File: config.mk
export PLATFORM = sky130hd
export DESIGN_NAME = mole_game_ctrl
export DESIGN_NICKNAME = d
export VERILOG_FILES = /design/src/rtl/mole_game_ctrl.sv
export SDC_FILE = /design/constraint.sdc
export NUM_CORES = 1
export LEC_CHECK = 0
export CORE_MARGIN = 8
export CORE_UTILIZATION = 41
export DETAILED_ROUTE_END_ITERATION = 12
export SLEW_MARGIN = 20
export SYNTH_ARGS = -nofsm -noshare
export SYNTH_HDL_FRONTEND = slang
export SYNTH_SLANG_ARGS = --single-unit
File: constraint.sdc
create_clock -name clk -period 5 [get_ports clk]
set_clock_uncertainty 0.2 [all_clocks]
set_input_delay 1 -clock clk [delete_from_list [all_inputs] [get_ports clk]]
set_output_delay 1 -clock clk [all_outputs]
set_load 0.005 [all_outputs]
File: src/rtl/mole_game_ctrl.sv
// Whack-a-mole game controller: lights one of nine cells per round and scores keypad hits.
// Optional build macro MOLE_SPEEDUP_EN shortens the show window after every correct hit.
module mole_game_ctrl #(
    parameter int TICK_DIV       = 50000,
    parameter int SHOW_TICKS     = 800,
    parameter int MIN_SHOW_TICKS = 200,
    parameter int HIT_TICKS      = 300,
    parameter int GAP_TICKS      = 200,
    parameter int ROUNDS         = 30,
    parameter int MAX_MISS       = 10
) (
    input  logic       clk,
    input  logic       rst,
    input  logic       start,
    input  logic       key_valid,
    input  logic [3:0] key_code,
    output logic       inGame,
    output logic [3:0] position,
    output logic       hit,
    output logic [7:0] score,
    output logic [3:0] misses,
    output logic       game_over
);

    typedef enum logic [2:0] {
        IDLE,
        SPAWN,
        SHOW,
        FEEDBACK,
        GAP,
        DONE
    } state_t;

    localparam logic [31:0] PRE_MAX  = 32'(TICK_DIV - 1);
    localparam logic [15:0] SHOW_L   = 16'(SHOW_TICKS);
    localparam logic [15:0] HIT_L    = 16'(HIT_TICKS);
    localparam logic [15:0] GAP_L    = 16'(GAP_TICKS);
    localparam logic [15:0] MIN_L    = 16'(MIN_SHOW_TICKS);
    localparam logic [7:0]  ROUNDS_L = 8'(ROUNDS);
    localparam logic [3:0]  MAX_L    = 4'(MAX_MISS);

    state_t      state, state_n;
    logic [31:0] pre, pre_n;
    logic [15:0] timer, timer_n;
    logic [15:0] reload, reload_n, reload_dec;
    logic [7:0]  lfsr;
    logic [7:0]  rounds, rounds_n;
    logic [7:0]  score_n;
    logic [3:0]  misses_n, position_n;
    logic [3:0]  last, last_n, cand;
    logic [4:0]  miss_sum;
    logic        hit_n, tick, expire, cand_ok, fb;

    assign tick    = (pre == PRE_MAX);
    assign expire  = tick && (timer == 16'd1);
    assign cand    = lfsr[3:0];
    assign cand_ok = (cand >= 4'd1) && (cand <= 4'd9) && (cand != last);
    assign fb      = lfsr[7] ^ lfsr[5] ^ lfsr[4] ^ lfsr[3];

`ifdef MOLE_SPEEDUP_EN
    localparam logic [15:0] STEP_L = 16'(SHOW_TICKS / 16);

    // next show reload after a hit: shrink by one step, never below the floor
    always_comb begin
        reload_dec = MIN_L;
        if (reload >= MIN_L + STEP_L) reload_dec = reload - STEP_L;
    end
`else
    logic unused_min;
    assign unused_min = ^MIN_L;
    assign reload_dec = SHOW_L;
`endif

    // next-state, timers, counters and next output values
    always_comb begin
        state_n    = state;
        pre_n      = tick ? 32'd0 : pre + 32'd1;
        timer_n    = timer;
        reload_n   = reload;
        rounds_n   = rounds;
        score_n    = score;
        misses_n   = misses;
        position_n = position;
        hit_n      = hit;
        last_n     = last;
        miss_sum   = {1'b0, misses};
        unique case (state)
            IDLE, DONE: begin
                if (start) begin
                    score_n    = 8'd0;
                    misses_n   = 4'd0;
                    rounds_n   = 8'd0;
                    pre_n      = 32'd0;
                    reload_n   = SHOW_L;
                    position_n = 4'd0;
                    hit_n      = 1'b0;
                    state_n    = SPAWN;
                end
            end
            SPAWN: begin
                position_n = 4'd0;
                hit_n      = 1'b0;
                if (cand_ok) begin
                    position_n = cand;
                    last_n     = cand;
                    timer_n    = reload;
                    pre_n      = 32'd0;
                    state_n    = SHOW;
                end
            end
            SHOW: begin
                if (key_valid && key_code == position) begin
                    hit_n    = 1'b1;
                    score_n  = (score == 8'hFF) ? score : score + 8'd1;
                    timer_n  = HIT_L;
                    pre_n    = 32'd0;
                    reload_n = reload_dec;
                    state_n  = FEEDBACK;
                end else begin
                    miss_sum = {1'b0, misses} + {4'd0, key_valid}
                             + {4'd0, expire};
                    misses_n = (miss_sum > 5'd15) ? 4'hF : miss_sum[3:0];
                    if (tick) timer_n = timer - 16'd1;
                    if (expire || misses_n >= MAX_L) begin
                        position_n = 4'd0;
                        timer_n    = GAP_L;
                        pre_n      = 32'd0;
                        state_n    = GAP;
                    end
                end
            end
            FEEDBACK: begin
                if (expire) begin
                    position_n = 4'd0;
                    hit_n      = 1'b0;
                    timer_n    = GAP_L;
                    pre_n      = 32'd0;
                    state_n    = GAP;
                end else if (tick) begin
                    timer_n = timer - 16'd1;
                end
            end
            GAP: begin
                position_n = 4'd0;
                hit_n      = 1'b0;
                if (expire) begin
                    rounds_n = rounds + 8'd1;
                    if (rounds_n == ROUNDS_L || misses >= MAX_L)
                        state_n = DONE;
                    else
                        state_n = SPAWN;
                end else if (tick) begin
                    timer_n = timer - 16'd1;
                end
            end
            default: state_n = IDLE;
        endcase
    end

    // state, counters, LFSR and registered outputs
    always_ff @(posedge clk) begin
        if (rst) begin
            state     <= IDLE;
            pre       <= 32'd0;
            timer     <= 16'd0;
            reload    <= SHOW_L;
            lfsr      <= 8'hA5;
            rounds    <= 8'd0;
            last      <= 4'd0;
            inGame    <= 1'b0;
            position  <= 4'd0;
            hit       <= 1'b0;
            score     <= 8'd0;
            misses    <= 4'd0;
            game_over <= 1'b0;
        end else begin
            state     <= state_n;
            pre       <= pre_n;
            timer     <= timer_n;
            reload    <= reload_n;
            lfsr      <= {lfsr[6:0], fb};
            rounds    <= rounds_n;
            last      <= last_n;
            inGame    <= (state_n != IDLE) && (state_n != DONE);
            position  <= position_n;
            hit       <= hit_n;
            score     <= score_n;
            misses    <= misses_n;
            game_over <= (state_n == DONE);
        end
    end

endmodule

==> flow_summary.ini <==
[global_route]
grt_pass1_wl_mm = 16.9
track_usage = 0.140
grt_max_degree = 36
antenna_found_initial = 0
grt_pass1_vias = 3613
grt_overflow = 0

[power_and_ir_drop]
internal_power_mw = 1.01
ir_worst_vdd_uv = 142
power.share.sequential = 0.530
power_frac_comb = 0.150
p_sw_mw = 0.436
swShare = 0.302
p_leak_nw = 1.80
power_density_nw_per_um2 = 289
p_clk_frac = 0.320

[route]
wire_per_inst_um = 14.0
vias = 3861
first_pass_iters = 4
via_per_inst = 5.45
drt_wl_total_mm = 9.89
ant_nets = 0
drc_errors = 0
drtIter0Drc = 324

[logic_synthesis]
synth_cell_types = 55
synth_seq_cells = 90
ys_seq_area_frac = 0.407
synth_fp_nets = 557
ys_async_sr_fraction = 0
synth_top_area_share = 0.407
synthCells = 541
yosysWarningCount = 0
ys.flop_type = dfxtp_1
synth-edff-count = 0
yosysTopAreaCell = dfxtp_1
syn_area_um2 = 4430
synthTopCellsByArea = dfxtp_1 41%, xor2_1 8.1%, nor2_1 6.7%, nand2_1 5.1%, a21oi_1 4.1%
post_synth.cell_area_avg_um2 = 8.19

[setup_path]
path_cells = or4_4, or4b_4, or4_1, clkinv_8, fa_1, ha_1, and3b_1, nor3_1, a211oi_2, a211o_1, o41ai_4, nand2_1, a21oi_1
arrival_ns = 4.81
crit_path_end_kind = flop
cp_slowest_stage_delay_ns = 0.60
reg2reg_depth = 13
critical_path_class = flop to flop
worstPathRequired_ns = 5.09
start_kind = flop
crit_path_top_delay_cell = or4_1
cp_max_fo = 8

[layout]
fin_nets = 579
n_antenna_cell = 0
area.growth.synth_to_final_pct = 12.9
drive_gt1_frac = 0.0475
fin_util = 0.468

[clock_network]
cts_hold_buffers = 0
cts_buffers = 9
tritoncts = yes
numClockSinks = 90
ctsLongestPathBuffers = 2
clkLatencyLatePin_ns = 0.37
ctsRootBufferMaster = clkbuf_8
htreeDepth = 3
postCtsSetupBuffers = 0
clk_pin_slew_ns = 0.10

[placed_design]
gp_congestion = 0.926
hpwl_mm = 7.08
dpl_worst_slack_ns = 0.265
portBuffers = 26

[sta]
rsz0062_at_grt = no
fin_crit_ns = 4.72
fin_tns_setup_ns = 0
setup_viol = 0
slew_headroom = 0.362
worstMarginPinSlew_ns = 0.952
hold_violations = 0
setup_slack_ns = 0.279
maxSlewViolCount = 0
fin_crit_sh = 0.944
max_freq_mhz = 212

[hold_path]
hold_path_class = flop to flop
holdPathStages = 1

[floorplanning]
boundaryPins = 27
die_height_um = 120
fp.dieW_um = 120
dieArea_um2 = 14400
initial_core_util = 0.414
rows = 38
core-area_um2 = 10700

[flow_run]
max_cap_violations = 0

[outcome]
status = finished clean
==> power by group through the flow <==
stage               clock network, mW  registers [mW]  logic (mW)
floorplan                           0           0.772       0.156
global placement                    0           0.781       0.208
detailed placement                  0           0.782       0.211
CTS                             0.488           0.765       0.212
global route                    0.511           0.770       0.245
finish                          0.461           0.766       0.217
==> routing by layer <==
metal	share of wire	wire length [um]	GRT usage	vias up
li1	-	-	-	1946
met3	0.063	618	0.0352	14
met2	0.45	4420	0.216	103
met5	0	0	0	-
met4	0.012	115	0.0593	0
met1	0.48	4730	0.182	1798
==> worst max-delay path, delay by kind of cell (launching register included) <==
family	cells	cell delay [ns]
and+or+nand+nor	6	2.37
AOI/OAI and AO/OA	4	1.09
adders and majority gates	2	0.47
DFF	1	0.37
buffers and inverters	1	0.13
==> through the flow <==
stage	power (mW)	hold slack, ns	instance area [um^2]	std cells
2_1_floorplan	0.929	0.189	4430	541
6_report	1.44	0.223	5000	708
3_5_place_dp	0.993	0.199	4810	692
5_1_grt	1.53	0.245	5000	708
3_3_place_gp	0.989	0.197	4810	692
4_1_cts	1.46	0.227	4990	708
==> area by class of cell <==
cell class	count	area (um^2)
multi-input combinational	423	2520
clock inverter	6	50.0
sequential	90	1800
fill	1081	5700
timing repair buffer	28	275
inverter	11	53.8
tap	140	175
clock buffer	10	128
==> flip-flops by register name (all words and copies together), names as in the netlist <==
register	flops
timer	16
position	4
last	4
pre	32
game_over	1
hit	1
state	3
rounds	8
lfsr	8
misses	4
score	8
inGame	1
==> synthesized netlist by cell type, drive strengths merged, types with 11 or more instances <==
| cell type | instances |
|---|---|
| nand3 | 17 |
| nor3 | 11 |
| xnor2 | 14 |
| dfxtp | 90 |
| xor2 | 41 |
| o21ai | 28 |
| and3 | 18 |
| nor2 | 79 |
| clkbuf | 15 |
| nand2 | 60 |
| nor2b | 11 |
| a21oi | 36 |
==> logic make-up (layout without fill, tap and decap cells) <==
| logic type | count (synthesis) | in the layout | synth area share |
|---|---|---|---|
| flops | 90 | 90 | 0.407 |
| simple gates | 255 | 255 | 0.286 |
| mux | 1 | 1 | 0.00254 |
| compound gates | 104 | 104 | 0.144 |
| xor+xnor | 55 | 55 | 0.109 |
| fa+ha+maj | 8 | 8 | 0.0243 |
| buf+inv | 28 | 55 | 0.0282 |
==> cell usage in the layout (no fill, tap or decap), types with 3 or more instances in the layout <==
cell type        count
ha_1                 7
nor2b_1             11
inv_1                9
or3_1                8
and4_1               4
dfxtp_1             90
a211oi_1             4
nand3_1             17
o21ai_0             25
nand4_1              9
nor2_1              79
and3_1              18
clkdlybuf4s50_1     26
nor4b_1              4
a21oi_1             36
nand2_1             60
xnor2_1             14
nand2b_1             5
a21o_1               3
nor3b_1              5
a31oi_1              9
or4_1                4
o21ai_1              3
nor4_1              10
nor3_1              11
xor2_1              41
or2_2                3
clkbuf_8             9
o31ai_1              4
==> final timing paths <==
path	start	slack [ns]	to
min reg2reg	lfsr[6]$_SDFF_PP0_	0.22	lfsr[7]$_SDFF_PP1_
max	timer[10]$_SDFFE_PP0P_	0.28	position[0]$_SDFFE_PP0P_
min	lfsr[6]$_SDFF_PP0_	0.22	lfsr[7]$_SDFF_PP1_
max reg2reg	timer[10]$_SDFFE_PP0P_	0.28	position[0]$_SDFFE_PP0P_
==> what timing repair did <==
action,CTS,global route
setup endpoints to repair,0,4
resized for setup,0,2
endpoints found under the hold margin,0,0
No activity file was read; power rests on OpenSTA's default activity.
